===== src/rtl/fp_mul_seq.sv =====
// Multi-cycle IEEE-754 single-precision multiplier, 24-step shift-add mantissa loop.
// Define FP_MUL_ROUND_EN for round-to-nearest-even; default truncates.
module fp_mul_seq (
    input  logic        clk,
    input  logic        rst,
    input  logic [31:0] A_FP,
    input  logic [31:0] B_FP,
    input  logic        in_valid,
    output logic        in_ready,
    output logic [31:0] P_FP,
    output logic        out_valid,
    input  logic        out_ready
);

    typedef enum logic [1:0] {
        IDLE = 2'd0,
        MUL  = 2'd1,
        NORM = 2'd2,
        DONE = 2'd3
    } state_t;

    state_t      r_state;
    logic        r_in_ready;
    logic        r_out_valid;
    logic [31:0] r_p;
    logic [4:0]  r_cnt;
    logic [47:0] r_prod;
    logic [23:0] r_mcand;
    logic [23:0] r_mplier;
    logic [9:0]  r_exp;
    logic        r_sign;
    logic        r_zero;
    logic        r_inf;
    logic        r_nan;

    logic [7:0]  w_a_exp;
    logic [7:0]  w_b_exp;
    logic        w_a_man_nz;
    logic        w_b_man_nz;
    logic [24:0] w_sum;
    logic        w_hi;
    logic [22:0] w_man_t;
    logic [9:0]  w_exp_n;
    logic [9:0]  w_exp_f;
    logic [22:0] w_man_f;
    logic [31:0] w_res;

    assign w_a_exp    = A_FP[30:23];
    assign w_b_exp    = B_FP[30:23];
    assign w_a_man_nz = |A_FP[22:0];
    assign w_b_man_nz = |B_FP[22:0];

    // Add multiplicand into the upper half, keep the carry, shift right by one
    assign w_sum = {1'b0, r_prod[47:24]}
                 + (r_mplier[0] ? {1'b0, r_mcand} : 25'd0);

    assign w_hi    = r_prod[47];
    assign w_man_t = w_hi ? r_prod[46:24] : r_prod[45:23];
    assign w_exp_n = r_exp + {9'd0, w_hi};

`ifdef FP_MUL_ROUND_EN
    logic        w_guard;
    logic        w_sticky;
    logic        w_inc;
    logic [23:0] w_man_r;

    assign w_guard  = w_hi ? r_prod[23] : r_prod[22];
    assign w_sticky = w_hi ? (|r_prod[22:0]) : (|r_prod[21:0]);
    assign w_inc    = w_guard & (w_sticky | w_man_t[0]);
    assign w_man_r  = {1'b0, w_man_t} + {23'd0, w_inc};
    // Carry-out leaves mantissa bits all zero, only the exponent bumps
    assign w_exp_f  = w_exp_n + {9'd0, w_man_r[23]};
    assign w_man_f  = w_man_r[22:0];
`else
    assign w_exp_f  = w_exp_n;
    assign w_man_f  = w_man_t;
`endif

    always_comb begin
        w_res = {r_sign, w_exp_f[7:0], w_man_f};
        if (r_nan || (r_inf && r_zero)) begin
            w_res = 32'h7FC0_0000;
        end else if (r_zero) begin
            w_res = {r_sign, 31'd0};
        end else if (r_inf) begin
            w_res = {r_sign, 8'hFF, 23'd0};
        end else if ($signed(w_exp_f) >= $signed(10'd255)) begin
            w_res = {r_sign, 8'hFF, 23'd0};
        end else if ($signed(w_exp_f) <= $signed(10'd0)) begin
            w_res = {r_sign, 31'd0};
        end
    end

    always_ff @(posedge clk) begin
        if (rst) begin
            r_state     <= IDLE;
            r_in_ready  <= 1'b1;
            r_out_valid <= 1'b0;
            r_p         <= 32'd0;
            r_cnt       <= 5'd0;
            r_prod      <= 48'd0;
            r_mcand     <= 24'd0;
            r_mplier    <= 24'd0;
            r_exp       <= 10'd0;
            r_sign      <= 1'b0;
            r_zero      <= 1'b0;
            r_inf       <= 1'b0;
            r_nan       <= 1'b0;
        end else begin
            unique case (r_state)
                IDLE: begin
                    if (in_valid) begin
                        r_state    <= MUL;
                        r_in_ready <= 1'b0;
                        r_cnt      <= 5'd0;
                        r_prod     <= 48'd0;
                        r_sign     <= A_FP[31] ^ B_FP[31];
                        r_exp      <= {2'b00, w_a_exp} + {2'b00, w_b_exp}
                                    - 10'd127;
                        r_mcand    <= {1'b1, A_FP[22:0]};
                        r_mplier   <= {1'b1, B_FP[22:0]};
                        r_zero     <= (w_a_exp == 8'd0) || (w_b_exp == 8'd0);
                        r_inf      <= ((w_a_exp == 8'hFF) && !w_a_man_nz)
                                   || ((w_b_exp == 8'hFF) && !w_b_man_nz);
                        r_nan      <= ((w_a_exp == 8'hFF) && w_a_man_nz)
                                   || ((w_b_exp == 8'hFF) && w_b_man_nz);
                    end
                end
                MUL: begin
                    r_prod   <= {w_sum, r_prod[23:1]};
                    r_mplier <= {1'b0, r_mplier[23:1]};
                    if (r_cnt == 5'd23) begin
                        r_state <= NORM;
                        r_cnt   <= 5'd0;
                    end else begin
                        r_cnt <= r_cnt + 5'd1;
                    end
                end
                NORM: begin
                    r_p         <= w_res;
                    r_out_valid <= 1'b1;
                    r_state     <= DONE;
                end
                DONE: begin
                    if (out_ready) begin
                        r_out_valid <= 1'b0;
                        r_in_ready  <= 1'b1;
                        r_state     <= IDLE;
                    end
                end
                default: r_state <= IDLE;
            endcase
        end
    end

    assign in_ready  = r_in_ready;
    assign out_valid = r_out_valid;
    assign P_FP      = r_p;

endmodule


===== config.mk =====
export PLATFORM = sky130hd
export DESIGN_NAME = fp_mul_seq
export DESIGN_NICKNAME = d
export VERILOG_FILES = /design/src/rtl/fp_mul_seq.sv
export SDC_FILE = /design/constraint.sdc
export NUM_CORES = 1
export LEC_CHECK = 0
export BUFFER_PORTS_ARGS = -buffer_cell sky130_fd_sc_hd__buf_4
export CORE_ASPECT_RATIO = 2
export CORE_MARGIN = 2
export CORE_UTILIZATION = 50
export CTS_CLUSTER_DIAMETER = 150
export DETAILED_ROUTE_END_ITERATION = 16
export GPL_TIMING_DRIVEN = 0
export PLACE_DENSITY_LB_ADDON = 0.05
export SLEW_MARGIN = 40
export SYNTH_ARGS = -nofsm -noshare
export SYNTH_HDL_FRONTEND = slang
export SYNTH_SLANG_ARGS = --single-unit

===== constraint.sdc =====
create_clock -name clk -period 3.7 [get_ports clk]
set_clock_uncertainty 0.2 [all_clocks]
set_input_delay 0.185 -clock clk [delete_from_list [all_inputs] [get_ports clk]]
set_output_delay 0.185 -clock clk [all_outputs]
set_load 0.03 [all_outputs]

==> results of run 1 <==
-- cell usage after synthesis (all sizes together), types with 4 or more instances --
cell,count
nand4,11
xnor2,18
o221a,4
nor2b,6
nor3,11
inv,16
clkbuf,34
o21a,5
buf,15
a22oi,10
and3,5
ha,46
nand3,8
a21oi,68
dfxtp,128
o21ai,57
xor2,17
nand2,127
mux2i,48
a31oi,7
a21o,11
nor4,17
and2,29
a211oi,31
o211ai,6
nor2,86
nand2b,14
o31ai,4
-- worst max-delay path, stage by stage, from the launching register on --
cell and delay (ns):
dfxtp_1 0.48, clkbuf_2 0.27, and2_1 0.18, ha_1 0.20
inv_1 0.06, fa_1 0.39, nand2b_1 0.19, a21oi_1 0.19
o211a_1 0.27, a31oi_1 0.17, o21ai_2 0.22, o31ai_2 0.12
a222oi_1 0.25, a31oi_1 0.06
-- per-stage QoR --
stage	util [%]	hold slack (ns)	setup slack, ns	cells
2_1_floorplan	-	0.121	0.843	864
3_3_place_gp	57.8	0.237	0.200	1157
3_5_place_dp	57.8	0.243	0.148	1157
4_1_cts	66.3	0.00907	0.124	1245
5_1_grt	66.3	0.0271	0.0617	1245
6_report	66.3	0.00426	0.333	1245
-- power breakdown --
part / total [µW] / internal [µW] / switching (µW)
Clock: 1820 / 1190 / 628
Combinational: 1950 / 736 / 1210
Sequential: 1880 / 1680 / 197
Total: 5640 / 3610 / 2040
-- cells by family (layout without fill, tap and decap cells) --
kind of cell               count (synthesis)  in the layout  synth area share (%)
buffers and inverters                     65            254                  4.13
DFF                                      128            128                  35.1
muxes                                     49             49                  6.74
xor gates and xnor gates                  35             35                  4.30
AOI/OAI and AO/OA                        219            219                  20.7
and+or+nand+nor                          320            320                  20.7
adders and majority gates                 48             48                  8.43
-- layer usage --
metal	vias up	global-route usage (%)	wire length [µm]
met2	189	50.3	11100
met5	-	0	0
met4	0	15.5	1130
met3	61	6.09	784
li1	3422	-	-
met1	3167	25.2	6950
-- how the worst max path moves through the flow --
stage                                        start                 endpoint  slack (ns)  cells past startpoint
final                     r_mplier[0]$_SDFFE_PP0P_  r_prod[45]$_SDFFE_PP0P_        0.33                     13
after floorplan           r_mplier[0]$_SDFFE_PP0P_  r_prod[45]$_SDFFE_PP0P_        0.84                     13
after CTS                 r_mplier[0]$_SDFFE_PP0P_  r_prod[45]$_SDFFE_PP0P_        0.12                     13
after global placement    r_mplier[0]$_SDFFE_PP0P_  r_prod[45]$_SDFFE_PP0P_        0.20                     13
after detailed placement  r_mplier[0]$_SDFFE_PP0P_  r_prod[45]$_SDFFE_PP0P_        0.15                     13
after global routing      r_mplier[0]$_SDFFE_PP0P_  r_prod[45]$_SDFFE_PP0P_        0.06                     13
-- sequential cells by signal, summed over array words and instances (netlist names) --
name and count:
P_FP 32, in_ready 1, out_valid 1, r_cnt 5, r_exp 10, r_inf 1, r_mcand 24, r_mplier 24
r_nan 1, r_prod 25, r_sign 1, r_state 2, r_zero 1
-- area by class of cell --
class / count / area, µm² / share of cell area, %
Timing Repair Buffer: 158 / 1330 / 14.0
Multi-Input combinational cell: 671 / 4440 / 46.7
Clock inverter: 10 / 158 / 1.66
Sequential cell: 128 / 2560 / 26.9
Inverter: 16 / 60.1 / 0.631
Tap cell: 192 / 240 / 2.52
Clock buffer: 21 / 480 / 5.05
Buffer: 49 / 243 / 2.55
-- what timing repair did --
action,4_1_cts,5_1_grt
setup endpoints to repair,0,1
setup buffers,0,0
endpoints found under the hold margin,52,0
hold buffers,57,0
resized for setup,0,3
==> impl_metrics.toml, run 1 <==
[yosys]
yosysTopAreaCellShare_pct = 35.1
yosysWarnings = 0
ys_ff_latch = 128
synth_top_cell_by_area = "dfxtp_1"
synth_cell_types = 64
syn_area_per_cell_um2 = 8.45
synth-seq-area-share_pct = 35.1
syn_nets = 980
synthCells = 864
netlist_area_um2 = 7300
synth_edf_count = 0
synthArstFlopShare_pct = 0
synth_area_leaders = "dfxtp_1, ha_1, mux2i_1"
synth_flop_cell = "dfxtp_1"

[clock_tree]
numClockSinks = 128
cts_tree = "built"
clk_pin_slew_worst_paths_ns = 0.06
cts-root-buf = "clkbuf_16"
cts_inserted_buffers = 17
clockBufferDepth = 2
insertion_delay_ns = 0.43
cts_max_level = 4

[hold_path]
hp-class = "input pin to flip-flop"
hold_depth = 4
hold_end = "r_prod[32]$_SDFFE_PP0P_"
min-delay-start = "rst"

[sta]
max_slew.worst_pin.slew_ns = 0.688
setup_viol_count_final = 0
fin_crit_sh_pct = 91.0
finalMaxSlewViolations = 0
relSlewSlack_pct = 54.2
fin_tns_setup_ns = 0
finalHoldViolCount = 0
fmax_mhz = 297
rsz0062_at_grt = "false"
period_needed_ns = 3.37

[job]
max_cap_viol_count = 0

[floorplanning]
start_util_pct = 50.9
die-area_um2 = 15600
dieHeight_um = 175
core_um2 = 14400
rows = 62
die_w_um = 89.4
top_level_ports = 102

[placement]
io_buffers = 101
place_area_um2 = 8300
routabilityCongestion = 0.925
dpl.hpwl_um = 15000

[layout]
drive_gt1_share_pct = 18.2
stdcell_area_um2 = 9520
n_fill_cell = 1278
fin_nets = 1157
diodes = 0
area_delta_synth_final_pct = 30.3
layout_common_cells = "dfxtp_1, nand2_1, buf_4"
final_common_cell = "dfxtp_1"

[critical_path]
required_ns = 3.81
crit_path_end_kind = "flip-flop"
start_kind = "flip-flop"
reg2reg_depth = 13
regToRegSetupSlack_ns = 0.33
critPathKind = "flip-flop to flip-flop"
path_max_fanout = 10
r2r-end = "r_prod[45]$_SDFFE_PP0P_"
worstPathArrival_ns = 3.47
timing.rr.start = "r_mplier[0]$_SDFFE_PP0P_"

[pwr]
p_leak_uw = 0.00394
finalPower_uw = 5640
p_per_area_nw_per_um2 = 593
ir_drop_uv = 468

[detailed_routing]
drt-initial-drc-count = 247
drc = 0
avgRoutedWirePerCell_um = 16.1
ant_nets = 0
firstDrtPassIters = 5
drt_wl_total_um = 20000
dr_total_vias = 6839
via_per_inst = 5.49

[global_routing]
grt_max_degree = 17
overflow = 0
grt_pass1_vias = 6864
grt_pass1_wl_um = 32400
grtUsageTotal_pct = 26.9
antenna_found_initial = 0

[run_status]
status = "complete, no violations"
(Power assumes the default switching activity.)
==> inputs of run 2 (changes only) <==
Settings changed: CORE_ASPECT_RATIO 2 to 1.5, SKIP_CTS_REPAIR_TIMING set to 1.
==> impl_metrics.toml, run 2 (same netlist as run 1, synthesis figures left out) <==
[run_status]
status = "finished, violations left"
violations = "negative hold slack"

[pwr]
ir_drop_uv = 473
finalPower_uw = 5560
p_leak_uw = 0.00392
p_per_area_nw_per_um2 = 588

[layout]
multi_input_area_um2 = 4440
n_fill_cell = 1278
drive_gt1_share_pct = 18.0
stdcell_area_um2 = 9450
largest_reg_flops = 32
final_common_cell = "dfxtp_1"
diodes = 0
layout_common_cells = "dfxtp_1, nand2_1, buf_4"
area_delta_synth_final_pct = 29.4
fin_nets = 1152
register_area_um2 = 2560

[hold_path]
hold_depth = 3
min-delay-start = "B_FP[5]"
hold_end = "r_mplier[5]$_SDFFE_PP0P_"
hp-class = "input pin to flip-flop"

[clock_tree]
numClockSinks = 128
cts-root-buf = "clkbuf_16"
clockBufferDepth = 2
cts_tree = "built"
insertion_delay_ns = 0.42
cts_max_level = 4
cts_inserted_buffers = 17
clk_pin_slew_worst_paths_ns = 0.06

[global_routing]
overflow = 0
grt_pass1_wl_um = 30200
antenna_found_initial = 0
grt_max_degree = 17
grtUsageTotal_pct = 24.3
grt_pass1_vias = 6403

[floorplanning]
die-area_um2 = 15600
rows = 54
dieHeight_um = 152
start_util_pct = 50.7
top_level_ports = 102
die_w_um = 103
core_um2 = 14400

[sta]
fin_tns_setup_ns = 0
rsz0062_at_grt = "false"
max_slew.worst_pin.slew_ns = 0.752
finalMaxSlewViolations = 0
hold-worst-slack_ns = -0.0536
fmax_mhz = 293
relSlewSlack_pct = 49.7
finalHoldViolCount = 2
setup_viol_count_final = 0
fin_crit_sh_pct = 92.1
period_needed_ns = 3.41

[detailed_routing]
met3WireLength_um = 593
dr.max_layer_used = "met4"
dr_wl_met2_um = 10500
drc = 0
met1Wirelength_um = 7530
via_per_inst = 5.39
firstDrtPassIters = 5
ant_nets = 0
avgRoutedWirePerCell_um = 15.3
drt_wl_total_um = 19000
dr_total_vias = 6699
drt-initial-drc-count = 231

[critical_path]
worstPathArrival_ns = 3.50
regToRegSetupSlack_ns = 0.29
start_kind = "flip-flop"
critPathKind = "flip-flop to flip-flop"
crit_path_end_kind = "flip-flop"
path_max_fanout = 10
r2r-end = "r_prod[40]$_SDFFE_PP0P_"
reg2reg_depth = 11
timing.rr.start = "r_mplier[0]$_SDFFE_PP0P_"
required_ns = 3.79

[placement]
routabilityCongestion = 0.896
io_buffers = 101
dpl.hpwl_um = 14300
place_area_um2 = 8300

[job]
max_cap_viol_count = 0
run 2: cell count changes in the layout (fill, tap and decap cells not counted):
cell	change
dlygate4sd3_1	-5
clkinv_4	+2
nor2_2	-1
clkbuf_8	-2
clkinvlp_4	-2
nor2_1	+1
clkbuf_1	+2
run 2: how the worst max path moves through the flow:
| stage | slack, ns | to | start | cells after the start |
|---|---|---|---|---|
| after floorplan | 0.84 | r_prod[45]$_SDFFE_PP0P_ | r_mplier[0]$_SDFFE_PP0P_ | 13 |
| after global placement | 0.15 | r_prod[45]$_SDFFE_PP0P_ | r_mplier[0]$_SDFFE_PP0P_ | 13 |
| after detailed placement | 0.14 | r_prod[45]$_SDFFE_PP0P_ | r_mplier[0]$_SDFFE_PP0P_ | 13 |
| after CTS | 0.13 | r_prod[45]$_SDFFE_PP0P_ | r_mplier[0]$_SDFFE_PP0P_ | 13 |
| after global routing | 0.08 | r_prod[45]$_SDFFE_PP0P_ | r_mplier[0]$_SDFFE_PP0P_ | 13 |
| final | 0.29 | r_prod[40]$_SDFFE_PP0P_ | r_mplier[0]$_SDFFE_PP0P_ | 11 |
run 2: power breakdown:
| part | internal, µW | switching, µW |
|---|---|---|
| sequential | 1680 | 191 |
| clock | 1160 | 628 |
| combinational | 728 | 1170 |
run 2: cell type report:
type / count / share of cell area (%)
sequential: 128 / 27.1
inverter: 16 / 0.636
multi-input combinational: 671 / 47.0
timing repair buffer: 153 / 13.5
clock inverter: 10 / 1.69
buffer: 49 / 2.57
tap: 196 / 2.59
clock buffer: 21 / 4.87
run 2: critical path, cell delays in order, from the launching register on:
cell,delay (ns)
dfxtp_1,0.48
clkbuf_1,0.39
and2_1,0.22
ha_1,0.27
a21oi_1,0.22
nor2_1,0.07
a211o_1,0.34
nor4_1,0.49
nor2_1,0.12
a31oi_1,0.23
xor2_1,0.15
o21ai_0,0.09
run 2: layer usage:
metal / vias up / track usage [%]
met1: 3116 / 27.6
met3: 32 / 3.27
met4: 0 / 8.19
met5: - / 0
met2: 142 / 45.2
li1: 3409 / -
run 2: per-stage QoR:
| stage | cells | setup WS, ns | hold slack [ns] | util, % |
|---|---|---|---|---|
| 5_1_grt | 1244 | 0.0824 | 0.00128 | 65.7 |
| 2_1_floorplan | 864 | 0.843 | 0.121 | - |
| 3_5_place_dp | 1161 | 0.144 | 0.242 | 57.7 |
| 4_1_cts | 1192 | 0.127 | -0.179 | 62.0 |
| 3_3_place_gp | 1161 | 0.154 | 0.239 | 57.7 |
| 6_report | 1244 | 0.292 | -0.0536 | 65.7 |
==> inputs of run 3 (changes only) <==
Settings changed: MAX_ROUTING_LAYER set to met4.
==> impl_metrics.toml, run 3 (same netlist as run 1, synthesis figures left out) <==
[run_status]
status = "finished, violations left"
violations = "negative hold slack"

[floorplanning]
core_um2 = 14400
dieHeight_um = 152
die-area_um2 = 15600
start_util_pct = 50.7
rows = 54
top_level_ports = 102
die_w_um = 103

[detailed_routing]
ant_nets = 0
via_per_inst = 5.36
firstDrtPassIters = 4
avgRoutedWirePerCell_um = 15.3
dr_total_vias = 6669
drt-initial-drc-count = 244
drc = 0
drt_wl_total_um = 19000

[clock_tree]
cts-root-buf = "clkbuf_16"
insertion_delay_ns = 0.42
cts_inserted_buffers = 17
numClockSinks = 128
clockBufferDepth = 2
cts_tree = "built"
clk_pin_slew_worst_paths_ns = 0.06
cts_max_level = 4

[sta]
finalMaxSlewViolations = 0
hold-worst-slack_ns = -0.0541
fin_tns_setup_ns = 0
period_needed_ns = 3.42
fin_crit_sh_pct = 92.5
worst_slack_ns = 0.277
rsz0062_at_grt = "false"
fmax_mhz = 292
relSlewSlack_pct = 48.7
finalHoldViolCount = 2
setup_viol_count_final = 0
max_slew.worst_pin.slew_ns = 0.766

[job]
max_cap_viol_count = 0

[layout]
layout_common_cells = "dfxtp_1, nand2_1, buf_4"
area_delta_synth_final_pct = 29.4
fin_nets = 1152
final_common_cell = "dfxtp_1"
diodes = 0
largest_reg_flops = 32
stdcell_area_um2 = 9450
drive_gt1_share_pct = 18.0
n_fill_cell = 1278

[global_routing]
use_met3_pct = 2.90
overflow = 0
antenna_found_initial = 0
grt_max_degree = 17
grtUsageMet2_pct = 45.0
grt_use_met1_pct = 27.9
top_usage_layer = "met2"
grt_pass1_wl_um = 30200
grt_pass1_vias = 6395
grtUsageTotal_pct = 25.0

[critical_path]
worstPathArrival_ns = 3.51
crit_slowest_cell = "nor4_1"
cp.depth = 11
crit_chain = "clkbuf_1 -> and2_1 -> ha_1 -> a21oi_1 -> nor2_1 -> a211o_1 -> nor4_1 -> nor2_1 -> a31oi_1 -> xor2_1 -> o21ai_0"
timing.rr.start = "r_mplier[0]$_SDFFE_PP0P_"
start_kind = "flip-flop"
r2r-end = "r_prod[40]$_SDFFE_PP0P_"
reg2reg_depth = 11
regToRegSetupSlack_ns = 0.28
crit_path_end_kind = "flip-flop"
startpoint = "r_mplier[0]$_SDFFE_PP0P_"
slowest_delay_ns = 0.50
required_ns = 3.79
cpMostUsedCell = "nor2_1"
critPathBufInv = 1
critPathKind = "flip-flop to flip-flop"
crit_family = "simple AND/OR/NAND/NOR gates"
endpoint = "r_prod[40]$_SDFFE_PP0P_"
path_max_fanout = 10

[pwr]
p_leak_uw = 0.00392
p_sw_uw = 1990
ir_drop_uv = 472
seqPwrFrac_pct = 33.7
switching_share_pct = 35.9
p_per_area_nw_per_um2 = 588
p_int_uw = 3560
power_frac_clock_pct = 32.1
finalPower_uw = 5560
combPwrFrac_pct = 34.2

[placement]
place_area_um2 = 8300
routabilityCongestion = 0.911
dpl_worst_slack_ns = 0.144
io_buffers = 101
dpl.hpwl_um = 14300

[hold_path]
hp-class = "input pin to flip-flop"
[run 3: cell counts in the layout (fill, tap and decap cells not counted)]
Identical to the previous run, type by type.
[run 3: metrics by stage]
step,util [%],instances,hold slack (ns)
finish,65.7,1244,-0.0541
global route,65.7,1244,0.00128
CTS,62.0,1192,-0.179
detailed placement,57.7,1161,0.242
global placement,57.7,1161,0.239
floorplan,-,864,0.121
[run 3: worst min-delay path by stage]
stage	from	end	slack, ns	cells after the start
6_report	B_FP[5]	r_mplier[5]$_SDFFE_PP0P_	-0.05	3
5_1_grt	B_FP[5]	r_mplier[5]$_SDFFE_PP0P_	0.001	3
4_1_cts	A_FP[4]	r_mcand[4]$_SDFFE_PP0P_	-0.18	3
3_5_place_dp	r_mcand[16]$_SDFFE_PP0P_	r_mcand[16]$_SDFFE_PP0P_	0.24	2
3_3_place_gp	r_mcand[6]$_SDFFE_PP0P_	r_mcand[6]$_SDFFE_PP0P_	0.24	2
2_1_floorplan	A_FP[0]	r_mcand[0]$_SDFFE_PP0P_	0.12	2
[run 3: per-layer routing]
metal	vias up	wire [µm]	share of wire (%)
li1	3413	-	-
met1	3095	7660	40
met2	129	10500	55
met3	32	552	2.9
met4	0	347	1.8
met5	-	0	0
[run 3: cell type report]
class	count	area (µm²)	area share, %
plain buffers	49	243	2.57
inverters	16	60.1	0.636
multi-input cells	671	4440	47.0
well taps	196	245	2.59
clock buffers	21	460	4.87
repair buffers	153	1280	13.5
flip-flops and latches	128	2560	27.1
clock inverters	10	160	1.69
[run 3: power groups by stage]
stage | Sequential [µW] | Combinational, µW | Clock (µW)
2_1_floorplan | 1930 | 1250 | 0
3_3_place_gp | 1890 | 1830 | 0
3_5_place_dp | 1890 | 1850 | 0
4_1_cts | 1870 | 1860 | 1790
5_1_grt | 1910 | 2110 | 1860
6_report | 1870 | 1900 | 1790
[run 3: worst reg2reg max path: cells and delay by family, from the launching register on]
kind | cells | cell delay, ns
AND/OR/NAND/NOR | 4 | 0.93
flip-flops | 1 | 0.47
buffers and inverters | 1 | 0.39
adder cells (fa/ha/maj) | 1 | 0.27
AO/OA/AOI/OAI | 4 | 0.89
XOR/XNOR | 1 | 0.15
